==> src/rtl/controlador_esteira_if.sv <==
// controlador_esteira_if: command, sensor and status bundle between fsm_mestre and the conveyor controller
interface controlador_esteira_if;
  logic cmd_mover_esteira, pausa, limpar_falha;
  logic sensor_enchimento, sensor_cq, sensor_final;
  logic motor_ligado, esteira_concluida, falha_timeout;
  logic [1:0] destino;
  modport master(
    output cmd_mover_esteira, pausa, limpar_falha, sensor_enchimento, sensor_cq, sensor_final,
    input motor_ligado, esteira_concluida, falha_timeout, destino
  );
  modport slave(
    input cmd_mover_esteira, pausa, limpar_falha, sensor_enchimento, sensor_cq, sensor_final,
    output motor_ligado, esteira_concluida, falha_timeout, destino
  );
endinterface

==> src/rtl/controlador_esteira.sv <==
// controlador_esteira: belt motor control with debounced station sensors, movement timeout and pause
module controlador_esteira #(
  parameter int DEBOUNCE_CICLOS = 500000,
  parameter int TIMEOUT_CICLOS = 250000000
) (
  input logic clk,
  input logic reset,
  controlador_esteira_if.slave bus
);
  localparam int DW = $clog2(DEBOUNCE_CICLOS + 1);
  localparam int TW = $clog2(TIMEOUT_CICLOS);
  localparam logic [DW-1:0] D_LAST = DW'(DEBOUNCE_CICLOS - 1);
  localparam logic [TW-1:0] T_LAST = TW'(TIMEOUT_CICLOS - 1);
  typedef enum logic [2:0] {PARADO, MOVENDO, PAUSADO, CONCLUIDO, FALHA} state_t;
  state_t state_q, state_d;
  logic [1:0] destino_q, destino_d;
  logic [TW-1:0] tcnt_q, tcnt_d;
  logic [2:0] raw, deb_q, deb_d, prev_q, rise;
  logic [DW-1:0] dcnt_q [3];
  logic [DW-1:0] dcnt_d [3];
  logic hit, cmd, motor_q, concl_q, falha_q;
  assign raw = {bus.sensor_final, bus.sensor_cq, bus.sensor_enchimento};
  assign rise = deb_q & ~prev_q;
  assign hit = destino_q == 2'd0 ? rise[0] : destino_q == 2'd1 ? rise[1] : rise[2];
  assign cmd = bus.cmd_mover_esteira;
  assign bus.motor_ligado = motor_q;
  assign bus.esteira_concluida = concl_q;
  assign bus.falha_timeout = falha_q;
  assign bus.destino = destino_q;
  always_comb begin
    deb_d = deb_q;
    for (int k = 0; k < 3; k++) begin
      dcnt_d[k] = raw[k] == deb_q[k] ? '0 : dcnt_q[k] + DW'(1);
      if (raw[k] != deb_q[k] && dcnt_q[k] == D_LAST) begin
        deb_d[k] = ~deb_q[k];
        dcnt_d[k] = '0;
      end
    end
  end
  always_comb begin
    state_d = state_q;
    destino_d = destino_q;
    tcnt_d = tcnt_q;
    case (state_q)
      PARADO: begin
        state_d = cmd ? MOVENDO : PARADO;
        tcnt_d = cmd ? '0 : tcnt_q;
      end
      MOVENDO: begin
        state_d = hit ? CONCLUIDO : !cmd ? PARADO : tcnt_q == T_LAST ? FALHA : bus.pausa ? PAUSADO : MOVENDO;
        tcnt_d = state_d == MOVENDO ? tcnt_q + TW'(1) : tcnt_q;
      end
      PAUSADO: state_d = hit ? CONCLUIDO : !cmd ? PARADO : bus.pausa ? PAUSADO : MOVENDO;
      CONCLUIDO: begin
        state_d = cmd ? CONCLUIDO : PARADO;
        destino_d = cmd ? destino_q : destino_q == 2'd2 ? 2'd0 : destino_q + 2'd1;
      end
      FALHA: state_d = bus.limpar_falha && !cmd ? PARADO : FALHA;
      default: state_d = PARADO;
    endcase
  end
  always_ff @(posedge clk) begin
    if (reset) begin
      state_q <= PARADO;
      destino_q <= '0;
      tcnt_q <= '0;
      deb_q <= '0;
      prev_q <= '0;
      dcnt_q <= '{default: '0};
      motor_q <= 1'b0;
      concl_q <= 1'b0;
      falha_q <= 1'b0;
    end else begin
      state_q <= state_d;
      destino_q <= destino_d;
      tcnt_q <= tcnt_d;
      deb_q <= deb_d;
      prev_q <= deb_q;
      dcnt_q <= dcnt_d;
      motor_q <= state_d == MOVENDO;
      concl_q <= state_d == CONCLUIDO;
      falha_q <= state_d == FALHA;
    end
  end
endmodule

==> src/flat_wrapper.sv <==
// flat-port wrapper written by rule: the top's interface ports become plain ports
module controlador_esteira_flat 
#(
  parameter int DEBOUNCE_CICLOS = 500000,
  parameter int TIMEOUT_CICLOS = 250000000
)
  (clk, reset, bus_cmd_mover_esteira, bus_pausa, bus_limpar_falha, bus_sensor_enchimento, bus_sensor_cq, bus_sensor_final, bus_motor_ligado, bus_esteira_concluida, bus_falha_timeout, bus_destino);
  controlador_esteira_if bus_i ();
  input logic clk;
  input logic reset;
  input wire logic [$bits(bus_i.cmd_mover_esteira)-1:0] bus_cmd_mover_esteira;
  input wire logic [$bits(bus_i.pausa)-1:0] bus_pausa;
  input wire logic [$bits(bus_i.limpar_falha)-1:0] bus_limpar_falha;
  input wire logic [$bits(bus_i.sensor_enchimento)-1:0] bus_sensor_enchimento;
  input wire logic [$bits(bus_i.sensor_cq)-1:0] bus_sensor_cq;
  input wire logic [$bits(bus_i.sensor_final)-1:0] bus_sensor_final;
  output wire logic [$bits(bus_i.motor_ligado)-1:0] bus_motor_ligado;
  output wire logic [$bits(bus_i.esteira_concluida)-1:0] bus_esteira_concluida;
  output wire logic [$bits(bus_i.falha_timeout)-1:0] bus_falha_timeout;
  output wire logic [$bits(bus_i.destino)-1:0] bus_destino;
  assign bus_i.cmd_mover_esteira = bus_cmd_mover_esteira;
  assign bus_i.pausa = bus_pausa;
  assign bus_i.limpar_falha = bus_limpar_falha;
  assign bus_i.sensor_enchimento = bus_sensor_enchimento;
  assign bus_i.sensor_cq = bus_sensor_cq;
  assign bus_i.sensor_final = bus_sensor_final;
  assign bus_motor_ligado = bus_i.motor_ligado;
  assign bus_esteira_concluida = bus_i.esteira_concluida;
  assign bus_falha_timeout = bus_i.falha_timeout;
  assign bus_destino = bus_i.destino;
  controlador_esteira #(.DEBOUNCE_CICLOS(DEBOUNCE_CICLOS), .TIMEOUT_CICLOS(TIMEOUT_CICLOS)) u_core (.clk(clk), .reset(reset), .bus(bus_i));
endmodule
==> config.mk <==
export PLATFORM = sky130hd
export DESIGN_NAME = controlador_esteira_flat
export DESIGN_NICKNAME = d
export VERILOG_FILES = /design/src/rtl/controlador_esteira_if.sv /design/src/rtl/controlador_esteira.sv /design/src/flat_wrapper.sv
export SDC_FILE = /design/constraint.sdc
export NUM_CORES = 1
export LEC_CHECK = 0
export ABC_AREA = 1
export ABC_CLOCK_PERIOD_IN_PS = 1700
export CAP_MARGIN = 20
export CORE_ASPECT_RATIO = 0.9
export CORE_MARGIN = 2
export CORE_UTILIZATION = 55
export DETAILED_ROUTE_END_ITERATION = 8
export PLACE_DENSITY = 0.75
export SLEW_MARGIN = 15
export SYNTH_ARGS = -nofsm -noshare
export SYNTH_HDL_FRONTEND = slang
export SYNTH_SLANG_ARGS = --single-unit
==> constraint.sdc <==
create_clock -name clk -period 1.7 [get_ports clk]
set_input_delay 0.425 -clock clk [delete_from_list [all_inputs] [get_ports clk]]
set_output_delay 0.425 -clock clk [all_outputs]
set_load 0.03 [all_outputs]
# Yosys cells after proc, flatten, opt, wreduce, memory -nomap -nowiden
# Index checks and enable logic that the tools add are counted.
[op_classes]
eq_ne = 22
n_reduce_logical = 13
bitwise_logic = 6
add_sub_neg = 5
mux = 16
[op_table]
columns = ["cell", "count"]
rows = [
  ["$add A19 B1 Y19 const B", 3],
  ["$eq A19 B19 Y1 const B", 3],
  ["$mux W28", 2],
  ["$pmux W28 S2", 1],
  ["$add A28 B1 Y28 const B", 1],
  ["$eq A28 B28 Y1 const B", 1],
  ["$mux W3", 6],
  ["$pmux W3 S5", 1],
  ["$eq A3 B1 Y1 const B", 3],
  ["$eq A3 B2 Y1 const B", 3],
  ["$reduce_or A3 Y1", 3],
  ["$eq A3 B3 Y1 const B", 2],
  ["$mux W2", 3],
  ["$logic_and A1 B1 Y1", 4],
  ["$not A1 Y1", 4],
  ["$and A3 B3 Y3", 1],
  ["$eq A1 B1 Y1", 3],
  ["$logic_not A3 Y1", 1],
  ["$mux W1", 3],
  ["$ne A1 B1 Y1", 3],
  ["$not A3 Y3", 1],
  ["$reduce_and A3 Y1", 1],
  ["$add A2 B1 Y2 const B", 1],
  ["$eq A2 B1 Y1 const B", 1],
  ["other kinds (7)", 7],
]
[word_totals]
wordCells = 75
in_bits = 8
register_bits = 99

# Depth between registers and ports, before layout
[logic_depth]
depth_word = 8
mapped_depth = 13

# Least setup slack after synthesis
# Ideal clock, no wire load.
[synth_timing]
path_kind = "reg-to-reg"
start = "register u_core.tcnt_q[0]"
end = "register u_core.tcnt_q[1]"
synth_period_minus_slack_ps = 1635
arrival_ps = 1518
setup_slack_ps = 65
setup_time_ps = 117
required_time_ps = 1583
path_stages_with_launch = 12
cell_sequence = "dfxtp_1 ha_1 nand2_1 nor2_2 nand3_1 nor2_1 nand2_1 nand2_2 nand2_4 buf_6 o21ai_0 nor2_1"
[synth_between]
elab_chain_len = 7
word_cells_on_any_way = 10
classes_between = "add/sub: 1; eq/ne: 3; mux: 5; reduce/logical: 1"
[synth_lines]
columns = ["item", "line_no", "rtl"]
rows = [
  ["start, declared", "controlador_esteira.sv:17", "logic [TW-1:0] tcnt_q, tcnt_d;"],
  ["start signal, assigned", "controlador_esteira.sv:76", "tcnt_q <= tcnt_d;"],
  ["branches (longest 7 deep; another with $add A28 B1 Y28)", "-", ""],
]
# Parallel ways; which one is timed is not known. The select of a mux whose other input is x is not followed.
# A chain may end at the register's enable or synchronous reset.

# Final worst setup path
[layout_timing]
start = "register u_core.tcnt_q[1]"
end = "register u_core.tcnt_q[23]"
# The elaborated chain is that of the path after synthesis.

==> results.md <==
- Max Root-Sink Buffers: 2
- P_int: 3180 uW
- Die Wd: 105 um
- Most frequent cells in the layout: nand2_1, nor2_1, inv_1, dfxtp_1, buf_4
- Critical-path cell list: ha_4, nand2_4, nor2_4, nand3_2, nor2_2, nand2_1, nand2_2, nand2_8, buf_12, a21oi_1, nor2_1
- Setup slack, reg-to-reg: 0.0006 ns
- Clock net sink count: 99
- Overall Global Routing Usage: 24.4%
- Clk pwr share: 35.8%
- CP endpoint kind: flip-flop
- Leak: 0.00246 uW
- Sequential area share after synthesis: 39.0%
- Crit path buf inv count: 1
- Sw Pwr: 1020 uW
- Worst skew pair latency: 0.37 ns
- Register area: 2000 um^2
- Routed WL: 12.4 mm
- Via/cell ratio: 5.29
- DR vias: 5190
- Count of state elements after synthesis: 99
- Full die area: 10000 um^2
- Max-slew headroom: 72.5%
- Initial drt markers: 258
- Ys Warns: 0
- Top cell family by delay on the critical path: simple AND/OR/NAND/NOR gates
- Clock-pin slew on the worst setup and hold paths: 0.09 ns
- Reg2Reg Capture Point: u_core.tcnt_q[23]
- Crit Path Max Fanout: 6
- Worst Hold Path Cells: 1
- Hold endpoint: u_core.dcnt_q[0]
- Hold path start: u_core.dcnt_q[0]
- CTS Hold Bufs: 0
- Mapped Cells: 773
- Nets: 866
- Slowest cell on the critical path: dfxtp_2
- Initial core utilization: 56.2%
- Top Ports: 13
- Combinational power share: 8.2%
- Vias in the first global route: 4761
- Antenna violations before repair: 0
- # setup viols final: 0
- Fraction of power spent switching nets: 24.2%
- TritonCTS clock tree: built
- Die Y-Extent: 95.2 um
- Worst reg-to-reg path cell count: 11
- WP data required: 1.97 ns
- GRT Residual Overflow: 0
- Setup WS pre-CTS: -0.227 ns
- Pwr Density: 653 nW/um^2
- Synth cell types: 33
- Least-Margin Pin Slew: 0.411 ns
- WL/cell: 12.6 um
- Hold Path Class: reg2reg
- Hold Vio Cnt, Final: 0
- Final period util: 100%
- Number of fill cells: 703
- Fin Clk Skew: 0.0116 ns
- Critical R2R Launch: u_core.tcnt_q[1]
- Synthesis-to-finish area growth: 26.6%
- Post-Route Hold Slack: 0.446 ns
- # rows: 33
- Routability Congestion: 0.905
- H-tree Lvls: 3
- Syn nets: 785
- Root buffer cell: clkbuf_8
- CP Launch Type: flip-flop
- Post-DP HPWL: 8.48 mm
- Crit path kind: reg2reg
- Sequential Power Share: 56.0%
- Share of layout cells above drive strength 1: 21.8%
- Outcome: complete, no violations
- Most common cell after layout, fill and taps aside: nand2_1
- Drt first pass iters: 5
- Post-DRT Antenna Nets: 0
- Worst path max stage delay: 0.36 ns
- Residual DRC: 0
- Num CTS Buffers: 9
- Core area: 9040 um^2
- Ant diodes: 0
- Count of input and output buffers: 12
- Max Slew Vio Count: 0
- Maximum clock frequency: 588 MHz
- Crit path arrival time: 1.96 ns
- Synthesized cell area: 5080 um^2
- Minimum clock period: 1.70 ns
- Max Cap Viol: 0
- RSZ-0062 raised after global routing: yes
- Largest net degree at the start of global routing: 20
- VDD IR max: 866 uV
- Mean post-synth cell area: 6.57 um^2
- Multi-input gate area: 2970 um^2
- Setup WS post-layout: 0.000638 ns
- First-pass GRT wire length: 20.1 mm
==> worst max path at each step <==
stage,slack [ns],start,to,depth (start not counted)
after floorplan,0.07,u_core.tcnt_q[0],u_core.tcnt_q[1],11
after global placement,-0.19,bus_cmd_mover_esteira,u_core.tcnt_q[1],9
after detailed placement,-0.23,bus_cmd_mover_esteira,u_core.tcnt_q[8],9
after CTS,-0.003,u_core.tcnt_q[0],u_core.tcnt_q[8],13
after global routing,-0.14,u_core.tcnt_q[7],u_core.tcnt_q[23],9
final,0.0006,u_core.tcnt_q[1],u_core.tcnt_q[23],11
==> through the flow <==
step / cells / setup TNS (ns) / total power, uW / cell area [um^2] / utilization (%)
6_report: 981 / 0 / 4200 / 6430 / 71.1
5_1_grt: 981 / -1.03 / 4340 / 6430 / 71.1
4_1_cts: 973 / -0.00311 / 4210 / 6070 / 67.2
3_5_place_dp: 953 / -8.28 / 2670 / 5760 / 63.7
3_3_place_gp: 953 / -6.03 / 2660 / 5760 / 63.7
2_1_floorplan: 773 / 0 / 2550 / 5080 / -
==> area by class of cell <==
cell class / count / area share (%)
timing repair buffer: 80 / 11.5
clock inverter: 5 / 0.954
multi-input combinational: 569 / 46.3
sequential: 99 / 31.1
tap: 122 / 2.37
inverter: 95 / 5.74
clock buffer: 11 / 2.04
==> sequential cells by signal, indices dropped and copies added (netlist names) <==
| signal | flops |
|---|---|
| u_core.bus.motor_ligado | 1 |
| u_core.tcnt_q | 28 |
| u_core.dcnt_q | 57 |
| u_core.bus.esteira_concluida | 1 |
| u_core.bus.destino | 2 |
| u_core.state_q | 3 |
| u_core.bus.falha_timeout | 1 |
| u_core.deb_q | 3 |
| u_core.prev_q | 3 |
==> cells by family (layout without fill, tap and decap cells) <==
group	count (synthesis)	in the layout	share of synthesized area, %
AOI/OAI and AO/OA	58	58	5.81
xor gates and xnor gates	24	24	4.14
adders and majority gates	4	4	0.986
buffers and inverters	106	191	8.62
DFF	99	99	39.0
and+or+nand+nor	482	483	41.4
==> metal layers <==
layer,wire length (um),up-vias,GRT usage (%)
met5,0,-,0
met4,257,0,9.22
met3,587,20,4.99
met2,6060,137,42.9
met1,5480,2401,29.6
li1,-,2632,-
==> repair_timing <==
| item | in CTS | in global routing |
|---|---|---|
| resized for setup | 22 | 92 |
| pin swaps | 4 | 26 |
| cloned | 2 | 1 |
| setup buffers | 2 | 8 |
| endpoints found under the setup margin | 35 | 77 |
==> synthesized netlist by cell type (all sizes together) <==
cell / number / share of area, %
inv: 94 / 6.9
xnor2: 8 / 1.4
nor3: 34 / 3.7
a31oi: 1 / 0.12
nand3: 48 / 4.8
o22ai: 1 / 0.12
nor2: 163 / 12
clkinv: 1 / 0.074
a21oi: 44 / 4.3
ha: 4 / 0.99
or2: 11 / 1.4
nand3b: 5 / 0.81
nand2: 188 / 14
nand4: 25 / 3.1
o21ai: 11 / 1.1
buf: 8 / 1.4
clkbuf: 3 / 0.22
nor4: 7 / 0.86
or3: 1 / 0.12
o21bai: 1 / 0.15
dfxtp: 99 / 39
xor2: 16 / 2.8
==> power by group through the flow <==
| stage | registers [uW] | logic (uW) | clock network [uW] |
|---|---|---|---|
| finish | 2350 | 345 | 1500 |
| global route | 2350 | 374 | 1610 |
| CTS | 2350 | 311 | 1550 |
| detailed placement | 2400 | 270 | 0 |
| global placement | 2400 | 264 | 0 |
| floorplan | 2400 | 149 | 0 |
Note: power is estimated with default switching activity, not from simulation.
